===== src/rtl/voter_id_registry.sv =====
// voter_id_registry: records voter IDs that have voted and flags repeat voters
module voter_id_registry #(
    parameter int ID_WIDTH   = 5,
    parameter int ADDR_WIDTH = 4
) (
    input  logic                  clk,
    input  logic                  reset,
    input  logic                  mode,
    input  logic                  control,
    input  logic                  req_valid,
    input  logic [1:0]            req_op,
    input  logic [ID_WIDTH-1:0]   req_id,
    output logic                  req_ready,
    output logic                  rsp_valid,
    output logic                  rsp_found,
    output logic                  rsp_inserted,
    output logic                  rsp_full,
    output logic [ADDR_WIDTH:0]   count,
    output logic                  full
);
    localparam int DEPTH = 2 ** ADDR_WIDTH;
    localparam logic [ADDR_WIDTH:0] DEPTH_C = (ADDR_WIDTH + 1)'(DEPTH);
    localparam logic [ADDR_WIDTH:0] ONE = (ADDR_WIDTH + 1)'(1);
    localparam logic [1:0] OP_REG = 2'd1;
    localparam logic [1:0] OP_CLR = 2'd2;

    typedef enum logic [2:0] {IDLE, SCAN, INSERT, CLEAR_ST, RESP} state_t;

    state_t                 state, state_n;
    logic [1:0]             op_q;
    logic [ID_WIDTH-1:0]    id_q;
    logic [ADDR_WIDTH-1:0]  idx;
    logic [ID_WIDTH-1:0]    mem [DEPTH];
    logic [DEPTH-1:0]       valid;
    logic                   accept, hit, last, is_reg;
    logic                   nf, ni, nfull;

    assign req_ready = (state == IDLE) && mode && control;
    assign accept    = req_valid && req_ready;
    assign rsp_valid = (state == RESP);
    assign full      = (count == DEPTH_C);
    assign is_reg    = (op_q == OP_REG);
    // valid bit guards against an empty slot matching ID 0
    assign hit       = valid[idx] && (mem[idx] == id_q);
    assign last      = (({1'b0, idx} + ONE) == count);

    // next state and the response flags captured on entry to RESP
    always_comb begin
        state_n = state;
        nf      = (state == SCAN) && hit;
        ni      = (state == INSERT);
        nfull   = (state == SCAN) && !hit && last && is_reg && full;
        case (state)
            IDLE:     state_n = !accept ? IDLE :
                                (req_op == OP_CLR) ? CLEAR_ST :
                                (count != '0) ? SCAN :
                                (req_op == OP_REG) ? INSERT : RESP;
            SCAN:     state_n = hit ? RESP : !last ? SCAN :
                                (is_reg && !full) ? INSERT : RESP;
            INSERT:   state_n = RESP;
            CLEAR_ST: state_n = RESP;
            default:  state_n = IDLE;
        endcase
    end

    // control state, occupancy and response flags
    always_ff @(posedge clk or posedge reset) begin
        if (reset) begin
            state        <= IDLE;
            op_q         <= '0;
            id_q         <= '0;
            idx          <= '0;
            count        <= '0;
            valid        <= '0;
            rsp_found    <= 1'b0;
            rsp_inserted <= 1'b0;
            rsp_full     <= 1'b0;
        end else begin
            state <= state_n;
            if (accept) begin
                op_q <= req_op;
                id_q <= req_id;
                idx  <= '0;
            end
            if (state == SCAN && state_n == SCAN)
                idx <= idx + ADDR_WIDTH'(1);
            if (state == INSERT) begin
                valid[count[ADDR_WIDTH-1:0]] <= 1'b1;
                count                        <= count + ONE;
            end
            if (state == CLEAR_ST) begin
                valid <= '0;
                count <= '0;
            end
            if (state_n == RESP) begin
                rsp_found    <= nf;
                rsp_inserted <= ni;
                rsp_full     <= nfull;
            end
        end
    end

    // ID storage; contents beyond count are don't-care so no reset is needed
    always_ff @(posedge clk) begin
        if (state == INSERT)
            mem[count[ADDR_WIDTH-1:0]] <= id_q;
    end
endmodule


===== config.mk =====
export PLATFORM = sky130hd
export DESIGN_NAME = voter_id_registry
export DESIGN_NICKNAME = d
export VERILOG_FILES = /design/src/rtl/voter_id_registry.sv
export SDC_FILE = /design/constraint.sdc
export NUM_CORES = 1
export LEC_CHECK = 0
export ABC_AREA = 1
export ABC_CLOCK_PERIOD_IN_PS = 2140
export CORE_MARGIN = 2
export CORE_UTILIZATION = 45
export DETAILED_ROUTE_END_ITERATION = 12
export PLACE_DENSITY = 0.61
export SYNTH_ARGS = -nofsm -noshare
export SYNTH_HDL_FRONTEND = slang
export SYNTH_SLANG_ARGS = --single-unit

===== constraint.sdc =====
create_clock -name clk -period 2.14 [get_ports clk]
set_input_delay 0.535 -clock clk [delete_from_list [all_inputs] [get_ports clk]]
set_output_delay 0.535 -clock clk [all_outputs]
set_load 0.01 [all_outputs]

After elaboration in Yosys (flattened, before gate mapping)
Memory sizes are Yosys's and may differ from the RTL's.
Index checks and enable logic that the tools add are counted.
Operators by class
  muxes and demuxes: 20
  $lt $le $gt $ge: 3
  bitwise gates (word level): 1
  eq/ne operators: 12
  $add $sub $neg: 3
  reduce and logical (&&, ||, !) cells: 19
Operators by type and width (count)
  $mux 16: 2
  $mux 3: 7
  $or 16x16->16: 1
  $logic_and 1x1->1: 12
  $eq 5x5->1: 2
  $lt 4x5->1 const B: 2
  $mux 5: 2
  $pmux 3 s3: 1
  $mux 4: 2
  $eq 3x1->1 const B: 2
  $eq 3x2->1 const B: 2
  $eq 3x3->1 const B: 2
  $add 4x1->5 const B: 1
  $add 5x1->5 const B: 1
  $eq 5x5->1 const B: 1
  $reduce_bool 5->1: 1
  $add 4x1->4 const B: 1
  $bmux 1 s4: 1
  $demux 1 s4: 1
  $eq 2x1->1 const B: 2
  $ge 4x1->1 const B: 1
  $mux 1: 4
  $reduce_bool 2->1: 2
  $logic_not 3->1: 1
  3 further kinds: 4
Word-level totals
  bits in registers: 38
  word-level logic and storage cells: 68
  input port bits: 12
  output and inout port bits: 11
  RAM bits: 80
  memories: 1
Memories
  mem: depth 16, width 5, read ports 1, clocked after Yosys merged registers in 0, write ports 1, RTL line 33  | logic [ID_WIDTH-1:0] mem [DEPTH];

Depth between registers and ports, before layout
Gate-level depths: netlist of run 1.
  word-level depth: 10
  mapped depth: 16

Least setup slack after synthesis of run 1
OpenSTA, ideal clock, no wires.
  kind: register to register
  start: register state[1]
  end: memory mem[4][0] (enable)
  cell stages (with the launch flop): 5
  data required time: 1.759 ns
  path slack: 0.211 ns
  buffers on the path: 0
  data arrival time: 1.548 ns
  path through: dfrtp_1 inv_1 nor2_1 nand2_1 nor4_1
Between the ends
  word-level cells in the longest chain between the ends: 3
RTL lines
  from (decl): RTL line 29  | state_t state, state_n;
  from (signal assigned): RTL line 79  | state <= state_n;
  $eq 3x2->1: RTL line 105  | if (state == INSERT)
  $mux 1: RTL line 105
  $mux 1 (implied by the code): RTL line 106  | mem[count[ADDR_WIDTH-1:0]] <= id_q;
  to (decl): RTL line 33
Every way passes these cells.

Worst setup path after layout of run 1
  start: register idx[0]
  end: register rsp_inserted
Between the ends
  word-level cells in the longest chain between the ends: 6
  elaborated cells on any way between the ends: 11
  classes of those cells: 1 x add/sub; 3 x eq/ne; 5 x mux; 1 x reduce/logical; 1 x memory
RTL lines
  from (decl): RTL line 32  | logic [ADDR_WIDTH-1:0] idx;
  from (signal assigned): RTL line 86  | idx <= idx + ADDR_WIDTH'(1);
  $add 4x1->5, or another cell as far along: RTL line 45  | assign last = (({1'b0, idx} + ONE) == count);
  $eq 5x5->1, or another cell as far along: RTL line 45
  $mux 3 or $logic_and 1x1->1 (tied branches): RTL line 58, 44
  $mux 3 (*): RTL line 58  | SCAN: state_n = hit ? RESP : !last ? SCAN :
  $pmux 3 s3 (*): RTL line 53  | case (state)
  $eq 3x3->1 (*): RTL line 95  | if (state_n == RESP) begin
  to (signal assigned): RTL line 97  | rsp_inserted <= ni;
  to (decl): RTL line 16  | output logic rsp_inserted,
Mark *: on every way between the ends. The rest lies on a longest branch, timed or not. The select of a mux whose other input is x is not followed.
A chain may end at the register's enable or synchronous reset.

==> impl_results.md, run 1 <==
- Crit path kind: reg -> reg
- # rows: 40
- RSZ-0062 raised after global routing: true
- Detailed-route via count: ~4,400
- Cell chain of the critical path: clkinv_4 -> buf_12 -> or2_0 -> nand2_1 -> nand3_2 -> nand3_2 -> nand2_1 -> nand2_1 -> nand2_1 -> nor2_4 -> nand4_1 -> nand3_1 -> nand2_1
- Setup violators final: 0
- Initial Util: a little under half
- Worst Path Required: 2.43 ns
- # nets final: ~700
- HPWL Detailed: between 9000 and 10,000 um
- DRC violations left: 0
- Core area: ~12,000 um2
- Clock Path Buffers: 2
- Die Wd: about 110 um
- Skew final: between 0.01 and 0.015 ns
- Overflow after GRT: 0
- Status: complete, no violations
- FFs w/ async S/R, synth: between 30% and 40%
- CTS tree: built
- Antenna cell count: 0
- Die area: 13,200 um2
- Sink Count: 118
- Number of distinct library cells after synthesis: 26
- First-pass GRT wire length: ~22,000 um
- GP Congestion: approximately 0.87
- Area contributors post-synth: edfxtp_1 43%, dfrtp_1 17%, nand2_1 11%
- Crit-path slowest cell: dfrtp_2
- Initial antenna violation count: 0
- Area of the mapped netlist: 5520 um2
- Vias in the first global route: about 4,500
- Wire length per cell: ~17 um
- Post-synth EDFFs: 80
- Number of synthesized register bits: around 120
- Syn. warnings: 0
- Antenna Nets Post-Route: 0
- PortBufs: 22
- Hold WC Path Type: in -> async
- Syn Area/Cell: around 9.3 um2
- Fillcell total: about 1,000
- Total wire length: roughly 14,000 um
- Final worst slack: 0.0242 ns
- Die height: between 100 and 150 um
- Skew-Pair Late Insertion Delay: approximately 0.4 ns
- I/O pins: 23
- Detailed-router iteration count before antenna repair: 4
- Gate Count Post-Synth: around 600
- Vias/cell: 5.24
- Root Driver: clkbuf_16
- Num CTS Buffers: 17
- Critical path peak fanout: 19
- # Max-Cap Violations: 0
- LEAKAGE: 3.21 nW
- Sequential area share after synthesis: 60.7%
- Hold Vio Cnt, Final: 0
- CP startpoint kind: flop
- Area Growth Syn to Fin: 29.0%
- Minimum clock period: approximately 2.1 ns
- Largest net degree at the start of global routing: 22
- Tcrit/Tclk final: between 90% and 100%
- Peak supply drop: 0.671 mV
- Kind of end point of the critical path: flop
- Fin Setup TNS: 0 ns
- Place WS: -0.229 ns
- CP max stage delay: roughly 0.47 ns
- Most frequent cell on the critical path: nand2_1
- PD cells: 1320 nW/um2
- Slew headroom: between 60% and 70%
- Slew Viols, Final: 0
- Clock-pin transition on the worst setup and hold timing paths: approximately 0.050 ns
- Ys flop type: edfxtp_1
- Largest area contributor in the netlist: edfxtp_1
- Gr usage total: 22.7%
- Post-synth top area share: 43.5%
- First DRT Iteration DRCs: 288
- FMAX: roughly 470 MHz
- Least-Margin Pin Slew: a little under 0.6 ns
- Post-Syn Nets: 612
- Ratio of cells with drive above 1 in the final layout: between 20% and 30%
- CP arrival: 2.41 ns
- Max H-tree Level: 4
repair_timing:
item	CTS	global route
pin swaps	1	18
setup endpoints to repair	5	12
hold buffers	0	0
buffers inserted	1	15
resized for setup	10	47
cloned	0	1
endpoints found under the hold margin	0	0
state kept, by name, indices dropped and copies added (netlist names):
name          cells
rsp_found         1
count             5
op_q              2
id_q              5
rsp_inserted      1
idx               4
valid            16
rsp_full          1
mem              80
state             3
power by group:
group          total [mW]  switching [mW]  internal, mW
registers            3.09           0.210          2.88
logic                3.71            2.18          1.53
clock network        2.64           0.932          1.71
total                9.44            3.32          6.12
cell usage after synthesis, types with 4 or more instances:
cell / instances
buf_2: 18
nand2_1: 161
inv_1: 88
ha_1: 5
a21oi_1: 20
nand3_1: 80
nor2_1: 35
clkbuf_1: 4
o211ai_1: 9
nand4_1: 8
nor3_1: 6
nor4_1: 5
dfrtp_1: 38
edfxtp_1: 80
o21ai_0: 14
inv_2: 5
placed cells by master, fill, tap and decap left out, types with 15 or more instances in the layout:
cell type        Yosys  final
a21oi_1             20     19
buf_4                0     60
clkbuf_16            0     18
clkdlybuf4s50_1      0     19
dfrtp_1             38     37
edfxtp_1            80     80
inv_1               88     85
nand2_1            161    153
nand3_1             80     65
nand3_2              0     15
nor2_1              35     32
critical path, delay by kind of cell (launching register included):
kind	cells	cell delay, ns
simple gates	11	1.22
buf+inv	2	0.27
flops	1	0.47
path summary, 6_finish.rpt:
| kind | depth (start not counted) | endpoint | slack, ns | startpoint |
|---|---|---|---|---|
| worst max-delay path | 13 | rsp_inserted | 0.02 | idx[0] |
| worst min-delay path | 2 | state[0] | 0.48 | reset |
| worst max register to register | 13 | rsp_inserted | 0.02 | idx[0] |
| worst min register to register | 2 | valid[8] | 0.50 | valid[8] |
| max in group asynchronous | 3 | valid[14] | 1.12 | reset |
| min in group clk | 2 | valid[8] | 0.50 | valid[8] |
per-layer routing:
layer  share of wire (%)  global-route usage, %
met5                   0                      0
met4                 2.6                   9.72
met3                 6.6                   6.48
met2                  50                   37.2
met1                  41                   28.6
per-stage QoR:
stage                     instances  hold slack [ns]  util, %  area, um2  total power [mW]
after global placement          792            0.482     51.9       6240              6.10
after detailed placement        792            0.488     51.9       6240              6.16
after floorplan                 595            0.457        -       5520              4.98
after global routing            841            0.536     59.3       7130              9.97
after CTS                       825            0.487     56.7       6810              8.84
final                           841            0.481     59.3       7130              9.44
cell families after synthesis:
logic type,Yosys count,synth area share (%)
compound gates,47,4.73
flops,118,60.7
xor+xnor,3,0.476
fa+ha+maj,5,1.13
buf+inv,118,8.84
simple gates,304,24.1
final cells by class:
class                      instances  area [um2]  area share [%]
clock buffer                      27         503            7.06
inverter                          93         354            4.97
tap                              147         184            2.58
clock inverter                     5        50.0           0.702
timing repair buffer              92         837            11.7
multi-input combinational        359        1840            25.9
sequential                       118        3350            47.1
No activity file was read; power rests on OpenSTA's default activity.
==> inputs of run 2 (changes only) <==
- CORE_MARGIN: 2 -> unset
- SKIP_CTS_REPAIR_TIMING: unset -> 1
==> impl_results.md, run 2 (synthesized netlist as in run 1, its figures left out) <==
- RSZ-0062 raised after global routing: true
- First-pass GRT wire length: between 20,000 and 25,000 um
- Critical path peak fanout: 7
- CP startpoint kind: flop
- Max reg flops: 80
- Total wire length: roughly 14,000 um
- Num CTS Buffers: 17
- Slew headroom: between 50% and 60%
- Die Wd: 113 um
- Most common cell after layout, fill and taps aside: nand2_1
- Crit path kind: reg -> reg
- Die area: approximately 13,000 um2
- Kind of end point of the critical path: flop
- Max H-tree Level: 4
- Skew-Pair Late Insertion Delay: 0.41 ns
- First DRT Iteration DRCs: a little under 300
- Root Driver: clkbuf_16
- Antenna cell count: 0
- Fin cells: just over 800
- Detailed-router iteration count before antenna repair: 5
- Worst Path Required: 2.49 ns
- DRC violations left: 0
- Hold slack: about 0.50 ns
- Final instance area: ~7000 um2
- Ratio of cells with drive above 1 in the final layout: between 15 and 20%
- Skew final: about 0.0067 ns
- Slew Viols, Final: 0
- # rows: 40
- Sink Count: between 100 and 150
- LEAKAGE: ~3.2 nW
- Detailed-route via count: 4,351
- Layout Utilization: 58.3%
- Place WS: -0.210 ns
- # nets final: approximately 690
- Worst R2R Start: idx[0]
- CP max stage delay: about 0.5 ns
- # Max-Cap Violations: 0
- Gr usage total: about 23%
- Area Growth Syn to Fin: 26.9%
- Minimum clock period: about 2.1 ns
- Die height: roughly 110 um
- Wire length per cell: approximately 16 um
- Vias in the first global route: roughly 4,300
- FMAX: roughly 470 MHz
- Fillcell total: 1,059
- Hold Vio Cnt, Final: 0
- Placed cell area: approximately 6200 um2
- Fin Setup TNS: 0 ns
- Initial Util: a little under half
- Cell chain of the critical path: clkinv_4 -> buf_12 -> or2_0 -> nand2_1 -> nand3_2 -> nand3_4 -> nand2_2 -> nand2_2 -> nand2_2 -> nor2_4 -> buf_6 -> nand3_4 -> nand3_4 -> nand3_2 -> nand2_2
- R2r setup slk: about 0.026 ns
- Clock-pin transition on the worst setup and hold timing paths: roughly 0.05 ns
- FF-to-FF End: idx[0]
- Peak supply drop: approximately 0.56 mV
- PD cells: 1290 nW/um2
- Total power: just over 9 mW
- Core area: around 12,000 um2
- Antenna Nets Post-Route: 0
- Crit-path slowest cell: dfrtp_2
- Hold WC Path Type: in -> async
- Vias/cell: approximately 5.2
- HPWL Detailed: 9380 um
- Placed Cells: between 700 and 800
- Final worst slack: between 0.02 and 0.03 ns
- Setup violators final: 0
- Worst r2r path cells: 15
- Initial antenna violation count: 0
- Status: complete, no violations
- GP Congestion: about 0.88
- CP arrival: approximately 2.5 ns
- I/O pins: 23
- Overflow after GRT: 0
- Largest net degree at the start of global routing: 33
- Most frequent cells in the layout: 156 x nand2_1, 88 x inv_1, 80 x edfxtp_1
- Least-Margin Pin Slew: 0.619 ns
- CTS tree: built
- Clock Path Buffers: 2
- Tcrit/Tclk final: 98.8%
- Most frequent cell on the critical path: nand2_2
- PortBufs: 22
[run 2: report_power, final]
group          internal, mW  switching, mW
Clock                  1.49          0.946
Combinational          1.44           2.07
Sequential             2.87          0.231
Total                  5.81           3.25
[run 2: worst max-delay path by stage]
stage | startpoint | to | slack [ns]
floorplan | state[1] | mem[4][0] | 0.21
global placement | control | req_ready | -0.23
detailed placement | control | req_ready | -0.21
CTS | count[0] | full | -0.45
global route | idx[0] | idx[0] | -0.14
finish | idx[0] | idx[0] | 0.03
[run 2: worst max-delay path, delay by kind of cell (launching register included)]
| family | cells | cell delay [ns] |
|---|---|---|
| flops | 1 | 0.49 |
| simple gates | 12 | 1.12 |
| buf+inv | 3 | 0.44 |
[run 2: per-layer routing]
metal / routed length, um / vias to the layer above / track usage [%]
li1: - / 2103 / -
met1: 5750 / 2107 / 28.5
met2: 6810 / 116 / 37.8
met3: 695 / 25 / 4.71
met4: 312 / 0 / 10.3
met5: 0 / - / 0
[run 2: final cells by class]
type / count / area [um2] / area share (%)
well taps: 147 / 184 / 2.62
flip-flops and latches: 118 / 3350 / 47.9
clock inverters: 7 / 35.0 / 0.500
multi-input cells: 359 / 1800 / 25.7
repair buffers: 82 / 813 / 11.6
clock buffers: 25 / 465 / 6.64
inverters: 93 / 354 / 5.05
